$ cat src/rtl/systolic_seq_ctrl_pkg.sv
// Shared types and sizing for the systolic array sequencer.
// Defaults match the standard 4x4 array configuration.
package systolic_seq_ctrl_pkg;

  localparam int DEF_N      = 4;
  localparam int DEF_RD_LAT = 1;
  localparam int DEF_KW     = 16;
  localparam int DEF_TW     = 16;
  localparam int DEF_AW     = 32;
  localparam int DEF_TMO    = 1024;

  localparam int DIAG_W = 2 * DEF_N - 1;
  localparam int DL_LEN = DEF_RD_LAT + DIAG_W;

  // Wide enough for (T_max+1)*N drained results per column
  function automatic int cntWidth(input int n, input int tw);
    return $clog2((2 ** tw) * n + 1);
  endfunction

  localparam int CNT_W = cntWidth(DEF_N, DEF_TW);

  typedef enum logic [2:0] {
    IDLE,
    FEED,
    FLUSH,
    DRAIN,
    DONE
  } seqState_t;

endpackage

$ cat src/rtl/systolic_seq_ctrl_if.sv
// Control, operand-read and result-drain signals between host and sequencer.
interface systolic_seq_ctrl_if
  import systolic_seq_ctrl_pkg::*;
#(
  parameter int N  = DEF_N,
  parameter int KW = DEF_KW,
  parameter int TW = DEF_TW,
  parameter int AW = DEF_AW
);

  logic              start;
  logic [KW-1:0]     cfgKLen;
  logic [TW-1:0]     cfgNumTiles;
  logic              busy;
  logic              done;
  logic              err;
  logic              rdEn;
  logic [AW-1:0]     rdAddr;
  logic [2*N-2:0]    initDiag;
  logic [N-1:0]      resValid;
  logic [N-1:0]      resKeep;

  modport master (
    output start, cfgKLen, cfgNumTiles, resValid,
    input  busy, done, err, rdEn, rdAddr, initDiag, resKeep
  );

  modport slave (
    input  start, cfgKLen, cfgNumTiles, resValid,
    output busy, done, err, rdEn, rdAddr, initDiag, resKeep
  );

endinterface

$ cat src/rtl/systolic_seq_ctrl_init_wave_delay.sv
// Delay line that turns one init pulse into the anti-diagonal wavefront,
// tap d firing RD_LAT+d cycles after the pulse.
module init_wave_delay
  import systolic_seq_ctrl_pkg::*;
#(
  parameter int RD_LAT = DEF_RD_LAT,
  parameter int TAPS   = DIAG_W
) (
  input  logic            clk,
  input  logic            i_clear,
  input  logic            i_pulse,
  output logic [TAPS-1:0] o_taps
);

  localparam int LEN = RD_LAT + TAPS;

  // Bit k holds the pulse delayed by k cycles
  logic [LEN-1:1] r_line;

  always_ff @(posedge clk) begin
    if (i_clear) begin
      r_line <= '0;
    end else begin
      r_line <= (r_line << 1) | (LEN-1)'(i_pulse);
    end
  end

  assign o_taps = r_line[LEN-1:RD_LAT];

endmodule

$ cat src/rtl/systolic_seq_ctrl.sv
// Sequencer for an output-stationary MAC array: streams T tiles of K operands,
// launches init wavefronts plus a flush wave, and tracks drained results.
module systolic_seq_ctrl
  import systolic_seq_ctrl_pkg::*;
#(
  parameter int N      = DEF_N,
  parameter int RD_LAT = DEF_RD_LAT,
  parameter int KW     = DEF_KW,
  parameter int TW     = DEF_TW,
  parameter int AW     = DEF_AW,
  parameter int TMO    = DEF_TMO
) (
  input  logic                  clk,
  input  logic                  rst,
  systolic_seq_ctrl_if.slave    io_bus
);

  localparam int W_DIAG = 2 * N - 1;
  localparam int W_CNT  = cntWidth(N, TW);
  localparam int W_WD   = $clog2(TMO + 1);

  seqState_t          r_state;
  seqState_t          w_nextState;
  logic [KW-1:0]      r_kLen;
  logic [KW-1:0]      r_kCnt;
  logic [TW-1:0]      r_numTiles;
  logic [TW-1:0]      r_tileCnt;
  logic [AW-1:0]      r_addr;
  logic [W_WD-1:0]    r_wdog;
  logic [W_CNT-1:0]   r_target;
  logic [W_CNT-1:0]   r_colCnt [N];
  logic [W_CNT-1:0]   w_colNext [N];
  logic               r_err;
  logic               w_rdEn;
  logic               w_inject;
  logic               w_counting;
  logic               w_kWrap;
  logic               w_lastFeed;
  logic               w_allFull;
  logic               w_timeout;
  logic               w_cfgBad;
  logic [N-1:0]       w_resKeep;
  logic [W_DIAG-1:0]  w_initDiag;

  assign w_cfgBad   = (io_bus.cfgKLen == '0) || (io_bus.cfgNumTiles == '0);
  assign w_kWrap    = (r_kCnt == r_kLen - KW'(1));
  assign w_lastFeed = w_kWrap && (r_tileCnt == r_numTiles - TW'(1));
  assign w_timeout  = (r_wdog == W_WD'(TMO - 1));
  assign w_counting = (r_state == FEED) || (r_state == FLUSH) || (r_state == DRAIN);

  // Drain completion looks at this cycle's strobes so done follows the last one directly
  always_comb begin
    w_allFull = 1'b1;
    w_resKeep = '0;
    for (int j = 0; j < N; j++) begin
      w_colNext[j] = r_colCnt[j];
      if (w_counting && io_bus.resValid[j] && (r_colCnt[j] != r_target)) begin
        w_colNext[j] = r_colCnt[j] + W_CNT'(1);
      end
      if (w_colNext[j] != r_target) begin
        w_allFull = 1'b0;
      end
      w_resKeep[j] = w_counting && io_bus.resValid[j] && (r_colCnt[j] >= W_CNT'(N));
    end
  end

  always_ff @(posedge clk) begin
    if (rst) begin
      r_state <= IDLE;
    end else begin
      r_state <= w_nextState;
    end
  end

  always_comb begin
    w_nextState = r_state;
    w_rdEn      = 1'b0;
    w_inject    = 1'b0;
    case (r_state)
      IDLE: begin
        if (io_bus.start) begin
          w_nextState = w_cfgBad ? DONE : FEED;
        end
      end
      FEED: begin
        w_rdEn   = 1'b1;
        w_inject = (r_kCnt == '0);
        if (w_lastFeed) begin
          w_nextState = FLUSH;
        end
      end
      FLUSH: begin
        w_inject    = 1'b1;
        w_nextState = DRAIN;
      end
      DRAIN: begin
        if (w_allFull || w_timeout) begin
          w_nextState = DONE;
        end
      end
      DONE: begin
        w_nextState = IDLE;
      end
      default: begin
        w_nextState = IDLE;
      end
    endcase
  end

  always_ff @(posedge clk) begin
    if (rst) begin
      r_kLen     <= '0;
      r_kCnt     <= '0;
      r_numTiles <= '0;
      r_tileCnt  <= '0;
      r_addr     <= '0;
      r_wdog     <= '0;
      r_target   <= '0;
      r_err      <= 1'b0;
      for (int j = 0; j < N; j++) begin
        r_colCnt[j] <= '0;
      end
    end else begin
      case (r_state)
        IDLE: begin
          if (io_bus.start) begin
            r_kLen     <= io_bus.cfgKLen;
            r_numTiles <= io_bus.cfgNumTiles;
            r_target   <= W_CNT'((32'(io_bus.cfgNumTiles) + 32'd1) * 32'(N));
            r_err      <= w_cfgBad;
            r_kCnt     <= '0;
            r_tileCnt  <= '0;
            r_addr     <= '0;
          end
        end
        FEED: begin
          r_addr <= r_addr + AW'(1);
          if (w_kWrap) begin
            r_kCnt    <= '0;
            r_tileCnt <= r_tileCnt + TW'(1);
          end else begin
            r_kCnt <= r_kCnt + KW'(1);
          end
        end
        FLUSH: begin
          r_wdog <= '0;
        end
        DRAIN: begin
          r_wdog <= r_wdog + W_WD'(1);
          if (!w_allFull && w_timeout) begin
            r_err <= 1'b1;
          end
        end
        default: begin
        end
      endcase
      for (int j = 0; j < N; j++) begin
        r_colCnt[j] <= (r_state == IDLE) ? '0 : w_colNext[j];
      end
    end
  end

  init_wave_delay #(
    .RD_LAT (RD_LAT),
    .TAPS   (W_DIAG)
  ) u_initWave (
    .clk     (clk),
    .i_clear (rst),
    .i_pulse (w_inject),
    .o_taps  (w_initDiag)
  );

  assign io_bus.busy     = (r_state != IDLE);
  assign io_bus.done     = (r_state == DONE);
  assign io_bus.err      = r_err;
  assign io_bus.rdEn     = w_rdEn;
  assign io_bus.rdAddr   = w_rdEn ? r_addr : '0;
  assign io_bus.initDiag = w_initDiag;
  assign io_bus.resKeep  = w_resKeep;

endmodule

$ cat src/flat_wrapper.sv
// flat-port wrapper written by rule: the top's interface ports become plain ports
module systolic_seq_ctrl_flat import systolic_seq_ctrl_pkg::*;
#(
  parameter int N      = DEF_N,
  parameter int RD_LAT = DEF_RD_LAT,
  parameter int KW     = DEF_KW,
  parameter int TW     = DEF_TW,
  parameter int AW     = DEF_AW,
  parameter int TMO    = DEF_TMO
)
  (clk, rst, io_bus_start, io_bus_cfgKLen, io_bus_cfgNumTiles, io_bus_resValid, io_bus_busy, io_bus_done, io_bus_err, io_bus_rdEn, io_bus_rdAddr, io_bus_initDiag, io_bus_resKeep);
  systolic_seq_ctrl_if #(.N(N), .KW(KW), .TW(TW), .AW(AW)) io_bus_i ();
  input  logic clk;
  input  logic rst;
  input wire logic [$bits(io_bus_i.start)-1:0] io_bus_start;
  input wire logic [$bits(io_bus_i.cfgKLen)-1:0] io_bus_cfgKLen;
  input wire logic [$bits(io_bus_i.cfgNumTiles)-1:0] io_bus_cfgNumTiles;
  input wire logic [$bits(io_bus_i.resValid)-1:0] io_bus_resValid;
  output wire logic [$bits(io_bus_i.busy)-1:0] io_bus_busy;
  output wire logic [$bits(io_bus_i.done)-1:0] io_bus_done;
  output wire logic [$bits(io_bus_i.err)-1:0] io_bus_err;
  output wire logic [$bits(io_bus_i.rdEn)-1:0] io_bus_rdEn;
  output wire logic [$bits(io_bus_i.rdAddr)-1:0] io_bus_rdAddr;
  output wire logic [$bits(io_bus_i.initDiag)-1:0] io_bus_initDiag;
  output wire logic [$bits(io_bus_i.resKeep)-1:0] io_bus_resKeep;
  assign io_bus_i.start = io_bus_start;
  assign io_bus_i.cfgKLen = io_bus_cfgKLen;
  assign io_bus_i.cfgNumTiles = io_bus_cfgNumTiles;
  assign io_bus_i.resValid = io_bus_resValid;
  assign io_bus_busy = io_bus_i.busy;
  assign io_bus_done = io_bus_i.done;
  assign io_bus_err = io_bus_i.err;
  assign io_bus_rdEn = io_bus_i.rdEn;
  assign io_bus_rdAddr = io_bus_i.rdAddr;
  assign io_bus_initDiag = io_bus_i.initDiag;
  assign io_bus_resKeep = io_bus_i.resKeep;
  systolic_seq_ctrl #(.N(N), .RD_LAT(RD_LAT), .KW(KW), .TW(TW), .AW(AW), .TMO(TMO)) u_core (.clk(clk), .rst(rst), .io_bus(io_bus_i));
endmodule
$ cat config.mk
export PLATFORM = sky130hd
export DESIGN_NAME = systolic_seq_ctrl_flat
export DESIGN_NICKNAME = d
export VERILOG_FILES = /design/src/rtl/systolic_seq_ctrl_pkg.sv /design/src/rtl/systolic_seq_ctrl_if.sv /design/src/rtl/systolic_seq_ctrl_init_wave_delay.sv /design/src/rtl/systolic_seq_ctrl.sv /design/src/flat_wrapper.sv
export SDC_FILE = /design/constraint.sdc
export NUM_CORES = 1
export LEC_CHECK = 0
export BUFFER_PORTS_ARGS = -buffer_cell sky130_fd_sc_hd__buf_2
export CORE_ASPECT_RATIO = 1.5
export CORE_UTILIZATION = 30
export DETAILED_ROUTE_END_ITERATION = 12
export HOLD_SLACK_MARGIN = 0.12
export SLEW_MARGIN = 20
export SYNTH_ARGS = -nofsm -noshare
export SYNTH_HDL_FRONTEND = slang
export SYNTH_SLANG_ARGS = --single-unit
$ cat constraint.sdc
create_clock -name clk -period 4.7 [get_ports clk]
set_clock_uncertainty 0.2 [all_clocks]
set_input_delay 0.235 -clock clk [delete_from_list [all_inputs] [get_ports clk]]
set_output_delay 0.235 -clock clk [all_outputs]
set_load 0.005 [all_outputs]
---- Yosys cells after proc, flatten, opt, wreduce, memory -nomap -nowiden ----
Memory sizes are Yosys's and may differ from the RTL's.
Index checks and enable logic that the tools add are counted.
W data, S select, Z words.
storage, ports and cells
  bits in read-only memories .............. 0
  register bits after elaboration ......... 135
  memories kept ........................... 1
  bits of input ports ..................... 39
  bits in latches ......................... 0
  bits in writable memories ............... 76
cells by class
  bitwise gates (word level) .............. 5
  add/sub/neg operators ................... 11
  magnitude comparators ................... 4
  equal/unequal tests ..................... 20
  reductions and logical operators ........ 32
  muxes and demuxes ....................... 38
  shift operators ......................... 0
  $mul .................................... 0
  div/mod/pow operators ................... 0
memories
  memory           words  width  rd ports  clocked after memory_dff  write ports  RTL line                 source
  u_core.r_colCnt  4      19     4         0                         4            systolic_seq_ctrl.sv:31  logic [W_CNT-1:0] r_colCnt [N];
operators by type and width
  cell                     number
  $mux W19                 12
  $ne A19 B19 Y1           8
  $add A19 B1 Y19 const B  4
  $ge A19 B3 Y1 const B    4
  $mux W32                 2
  $pmux W16 S2             2
  $pmux W32 S2             1
  $logic_not A16 Y1        3
  $mux W16                 3
  $add A16 B1 Y16 const B  2
  $add A32 B1 Y32 const B  1
  $eq A16 B16 Y1           2
  $sub A16 B1 Y16 const B  2
  $pmux W11 S2             1
  $add A16 B1 Y17 const B  1
  $logic_and A1 B1 Y1      14
  $mux W3                  4
  $pmux W3 S4              1
  $add A11 B1 Y11 const B  1
  $eq A11 B10 Y1 const B   1
  $mux W1                  10
  $reduce_and A3 Y1        3
  $or A7 B1 Y7             1
  $eq A3 B2 Y1 const B     2
  12 further kinds         25

---- Longest topological paths before layout ----
  word-level depth ........................ 15
  mapped depth ............................ 14
  mapped depth without buffers ............ 12

---- Hierarchy ----
A second synthesis with hierarchy kept.
second synthesis, totals
  cells, all modules ...................... 1,835
  area total of the unflattened synthesis .. 13,892.1 um2
by module, submodules not included
  module             cells an instance  area each (um2)  instances
  systolic_seq_ctrl  1,821              13,708.1         1
  init_wave_delay    14                 183.9            1

---- Least setup slack after synthesis ----
OpenSTA, ideal clock, no wires.
  path kind ............................... flip-flop to flip-flop
  from .................................... register u_core.r_target[11]
  to ...................................... register u_core.r_state[2]
  cell stages (with the launch flop) ...... 13
  data arrival time ....................... 3,624 ps
  setup time .............................. 60 ps
  slack ................................... 816 ps
  path buffers ............................ 2
  data required time ...................... 4,440 ps
  period minus slack after synthesis ...... 3,884 ps
  cells stage by stage .................... dfxtp_1 > buf_6 > xor2_1 > or4_4 > or4_4 > buf_6 > o211ai_4 > nor2_1 > nand3b_1 > or4_1 > or4b_1 > nor4_2 > o311a_1
between the ends
  cells in the longest elaborated chain, start to end .. 11
  elaborated cells on any way between the ends .. 23
  classes of those cells .................. eq/ne (9); mux (8); reduce/logical (6)
RTL lines
  item                           RTL line                  source
  from (decl)                    systolic_seq_ctrl.sv:30   logic [W_CNT-1:0] r_target;
  from (signal assigned)         systolic_seq_ctrl.sv:129  r_target <= W_CNT'((32'(io_bus.cfgNumTiles) + 32'd1) * 32'(N));
  $ne A19 B19 Y1                 systolic_seq_ctrl.sv:57   if (w_counting && io_bus.resValid[j] && (r_colCnt[j] != r_target)) begin
  $logic_and A1 B1 Y1            systolic_seq_ctrl.sv:57
  $mux W19                       systolic_seq_ctrl.sv:57
  $ne A19 B19 Y1                 systolic_seq_ctrl.sv:60   if (w_colNext[j] != r_target) begin
  $mux W1 (3 in series)          systolic_seq_ctrl.sv:60
  $mux W1 *                      systolic_seq_ctrl.sv:60
  $logic_or A1 B1 Y1 *           systolic_seq_ctrl.sv:97   if (w_allFull || w_timeout) begin
  $ne A2 B2 Y1 (no line) *       n/a
  $reduce_and A3 Y1 (no line) *  n/a
  to (signal assigned)           systolic_seq_ctrl.sv:71   r_state <= w_nextState;
  to (decl)                      systolic_seq_ctrl.sv:22   seqState_t r_state;
Mark *: on every way between the ends. The rest lies on a longest branch, timed or not.
A chain may end at the register's enable or synchronous reset.

---- Worst setup path in the final report ----
Same ends and word-level chain as after synthesis.

==> results.tsv <==
stage	metric	value	unit
global_route	global-route wire length before repair	93.35	mm
synthesis	Yosys reg bits	211	
power_and_ir_drop	Tot Pwr	7.905	mW
clock_tree	CTS Sinks	211	
synthesis	Net Count, Synth	2071	
critical_path	CP cell instances	xor2_1, or4_4, or4_4, o211ai_4, nor2_1, nand3b_1, or4_1, or4b_1, nor4_2, buf_4, o311a_1	
global_route	pin count of the biggest net entering global routing	62	
routing	vias per cell	5.591	
run	max_cap viols	0	
run_status	run status	completed	
layout	share of cells above drive strength 1	12.70	%
worst_hold_path	worst hold path class	in -> reg	
critical_path	CP required	4.99	ns
critical_path	most used cell, CP	or4_4	
routing	routed len/inst	22.13	microns
placement	IO buf count	85	
global_route	routing usage on met2	44.84	%
global_route	gr usage total	24.41	%
synthesis	Synth Cell Area	14780	sq um
routing	DRT Pass-1 Iters	6	
routing	Total Wirelength	62.08	mm
sta	Hold Vio Cnt, Final	0	
power_and_ir_drop	Max VDD drop	0.3295	mV
die	Ports	86	
die	die area	50180	sq um
global_route	met3 usage	3.374	%
sta	worst slew pin tran	1.215	ns
placement	detailed placement HPWL	47.85	mm
synthesis	Synth Area in Simple Gates	35.46	%
die	FP Rows	99	
synthesis	syn_area_per_cell	7.336	sq um
power_and_ir_drop	Net Sw Power	3.344	mW
sta	Worst slew margin	18.53	%
power_and_ir_drop	Comb power frac	44.1	%
clock_tree	clock buffer depth	3	
global_route	busiest grt layer	met2	
synthesis	Post-synth EDFFs	0	
global_route	vias in the first global route	15545	
sta	Final Cycle Share	96.62	%
die	core region area	48680	sq um
sta	Final Setup Violations	0	
synthesis	main combinational cell family by area after synthesis	simple AND/OR/NAND/NOR gates	
sta	setup tns final	0	ns
synthesis	Ys Warns	0	
layout	Layout Nets	2189	
layout	diode count	0	
synthesis	mux contribution to synthesized area	0.8380	%
power_and_ir_drop	Reg power frac	27.5	%
sta	Fmax achieved	220.2	MHz
critical_path	critical path class	reg -> reg	
synthesis	cell count after synthesis	2015	
clock_tree	worst-skew pair later-pin latency	0.57	ns
critical_path	crit-path max cell delay	0.66	ns
routing	violation count after the first detailed-routing iteration	1135	
layout	P&R area growth vs syn	20.05	%
power_and_ir_drop	sw frac	42.30	%
routing	via count of the routed design	15684	
sta	min cycle time layout	4.541	ns
clock_tree	CTS buffer count	26	
critical_path	R2R cell count	11	
clock_tree	CTS Root Cell	clkbuf_16	
placement	gpl congestion	1.027	
synthesis	complex-gate fraction of the synthesized area	15.37	%
power_and_ir_drop	Cell Pwr Density	445.5	nW/um^2
global_route	M1 GR Usage	25.12	%
synthesis	top_reg_cell synth	dfxtp_1	
synthesis	post-synthesis sequential area ratio	28.58	%
power_and_ir_drop	Pleak	6.657	nW
clock_tree	Clk pin slew, worst setup/hold paths	0.07	ns
routing	Antenna Violating Nets Remaining	0	
critical_path	CP max stage cell	dfxtp_1	
die	Die Y	273.9	microns
synthesis	adder-cell share of the synthesized area	1.439	%
clock_tree	post-CTS sizing	0	
synthesis	post-synthesis async set-or-reset flop share	0	%
die	Die Span X	183.2	microns
synthesis	XOR/XNOR Fraction of Synth Area	13.28	%
global_route	total grt overflow	0	
power_and_ir_drop	clock share of power	28.4	%
critical_path	CP Data Arrival Time	4.83	ns
critical_path	Worst Setup End Kind	register	
power_and_ir_drop	internal power	4.561	mW
clock_tree	H-tree levels	1	
layout	fill count	5062	
global_route	antenna violations before repair	1	
die	initial core utilization	30.36	%
sta	final slew viol count	0	
sta	unrepaired setup endpoints after global routing	no	
worst_hold_path	Hold Path Cell Cnt	7	
critical_path	startpoint class of the critical path	register	
routing	number of remaining DRC errors	0	
synthesis	post-synthesis cell type count	83	
clock_tree	TritonCTS clock tree	yes	
critical_path	Max FO, Critical Path	7	
synthesized netlist by cell type (20+ instances only):
cell type | n | area [sq um]
dfxtp_1 | 211 | 4224
nand4_1 | 63 | 394.1
nand2b_1 | 28 | 175.2
nor4_1 | 63 | 394.1
nand3_1 | 77 | 385.4
a21oi_1 | 137 | 685.7
nor2_1 | 251 | 942.2
a211oi_1 | 30 | 225.2
clkbuf_1 | 133 | 499.2
o21ai_0 | 56 | 280.3
nor3_1 | 37 | 185.2
nand2_1 | 217 | 814.5
nor2b_1 | 30 | 187.7
xnor2_1 | 144 | 1261
and3_1 | 88 | 550.5
and2_1 | 20 | 125.1
xor2_1 | 73 | 639.4
inv_1 | 35 | 131.4
layout by cell type, fill, tap and decap left out, drive strengths merged, types with 14 or more instances in the layout:
| cell | Yosys | final |
|---|---|---|
| or3 | 14 | 14 |
| dfxtp | 211 | 211 |
| nor3b | 16 | 16 |
| nor2 | 251 | 251 |
| or2 | 19 | 19 |
| inv | 35 | 35 |
| buf | 22 | 186 |
| a21oi | 137 | 137 |
| xor2 | 74 | 74 |
| nand2b | 28 | 28 |
| ha | 17 | 17 |
| nor4 | 65 | 65 |
| or4 | 14 | 14 |
| and4 | 17 | 17 |
| nand2 | 217 | 217 |
| nand3 | 77 | 77 |
| and2 | 20 | 20 |
| xnor2 | 144 | 144 |
| nand4 | 63 | 63 |
| o21ai | 60 | 60 |
| a211oi | 30 | 30 |
| nor4b | 18 | 18 |
| nor3 | 38 | 38 |
| dlygate4sd3 | 0 | 59 |
| nor2b | 30 | 30 |
| clkbuf | 133 | 32 |
| o22ai | 14 | 14 |
| and3 | 88 | 88 |
critical path: cells and delay by family (launching register included):
family	cells	cell delay, ns
flops	1	0.66
simple gates	7	2.83
compound gates	2	0.42
buf+inv	1	0.17
xor+xnor	1	0.17
flip-flops by register name, indices dropped and copies added, names as in the netlist:
name / cells
u_core.r_colCnt: 76
u_core.r_kLen: 16
u_core.r_target: 17
u_core.r_tileCnt: 16
u_core.u_initWave.o_taps: 7
u_core.r_numTiles: 16
u_core.r_wdog: 11
u_core.io_bus.err: 1
u_core.r_kCnt: 16
u_core.r_state: 3
u_core.r_addr: 32
final timing paths:
check	startpoint	to	slack, ns
setup / recovery	u_core.r_target[11]	u_core.r_state[2]	0.16
hold reg to reg	u_core.u_initWave.o_taps[5]	u_core.u_initWave.o_taps[6]	0.26
setup reg to reg	u_core.r_target[11]	u_core.r_state[2]	0.16
hold / removal	io_bus_resValid[1]	u_core.r_colCnt[1][9]	0.17
power groups by stage:
| stage | registers [mW] | clock network, mW | logic (mW) |
|---|---|---|---|
| after global routing | 2.19 | 2.35 | 3.75 |
| final | 2.17 | 2.24 | 3.49 |
| after CTS | 2.16 | 2.29 | 3.44 |
| after global placement | 2.19 | 0 | 3.32 |
| after detailed placement | 2.20 | 0 | 3.36 |
| after floorplan | 2.04 | 0 | 2.23 |
stage by stage:
step / hold WS (ns) / cells / setup WS, ns / util, % / cell area [sq um]
2_1_floorplan: 0.1710 / 2015 / 0.8165 / - / 14780
3_3_place_gp: 0.2400 / 2702 / 0.1985 / 33.31 / 16210
3_5_place_dp: 0.2569 / 2702 / 0.2494 / 33.31 / 16210
4_1_cts: 0.1356 / 2805 / 0.2023 / 36.45 / 17750
5_1_grt: 0.2148 / 2805 / 0.08256 / 36.45 / 17750
6_report: 0.1701 / 2805 / 0.1589 / 36.45 / 17750
logic make-up (layout without fill, tap and decap cells):
kind of cell | Yosys count | in the layout
compound gates | 355 | 355
flops | 211 | 211
mux | 12 | 12
fa+ha+maj | 17 | 17
buf+inv | 191 | 325
simple gates | 1009 | 1009
xor+xnor | 220 | 220
layer usage:
layer  up-vias  part of all wire (%)
met3       226                   4.8
met2       573                    51
met4         2                   8.3
met1      7479                    36
met5         -                 0.016
li1       7404                     -
cell type report:
type	count	area [sq um]	share of cell area, %
sequential	211	4224	23.80
inverter	36	135.1	0.7615
multi-input combinational	1613	9836	55.43
clock inverter	12	206.4	1.163
timing repair buffer	245	1789	10.08
tap	656	820.8	4.625
clock buffer	32	734.5	4.139
timing repair:
| item | in CTS | in global routing |
|---|---|---|
| hold endpoints to repair | 60 | 0 |
| buffers inserted | 0 | 0 |
| hold buffers | 59 | 0 |
| setup endpoints to repair | 0 | 0 |
No activity file was read; power rests on OpenSTA's default activity.
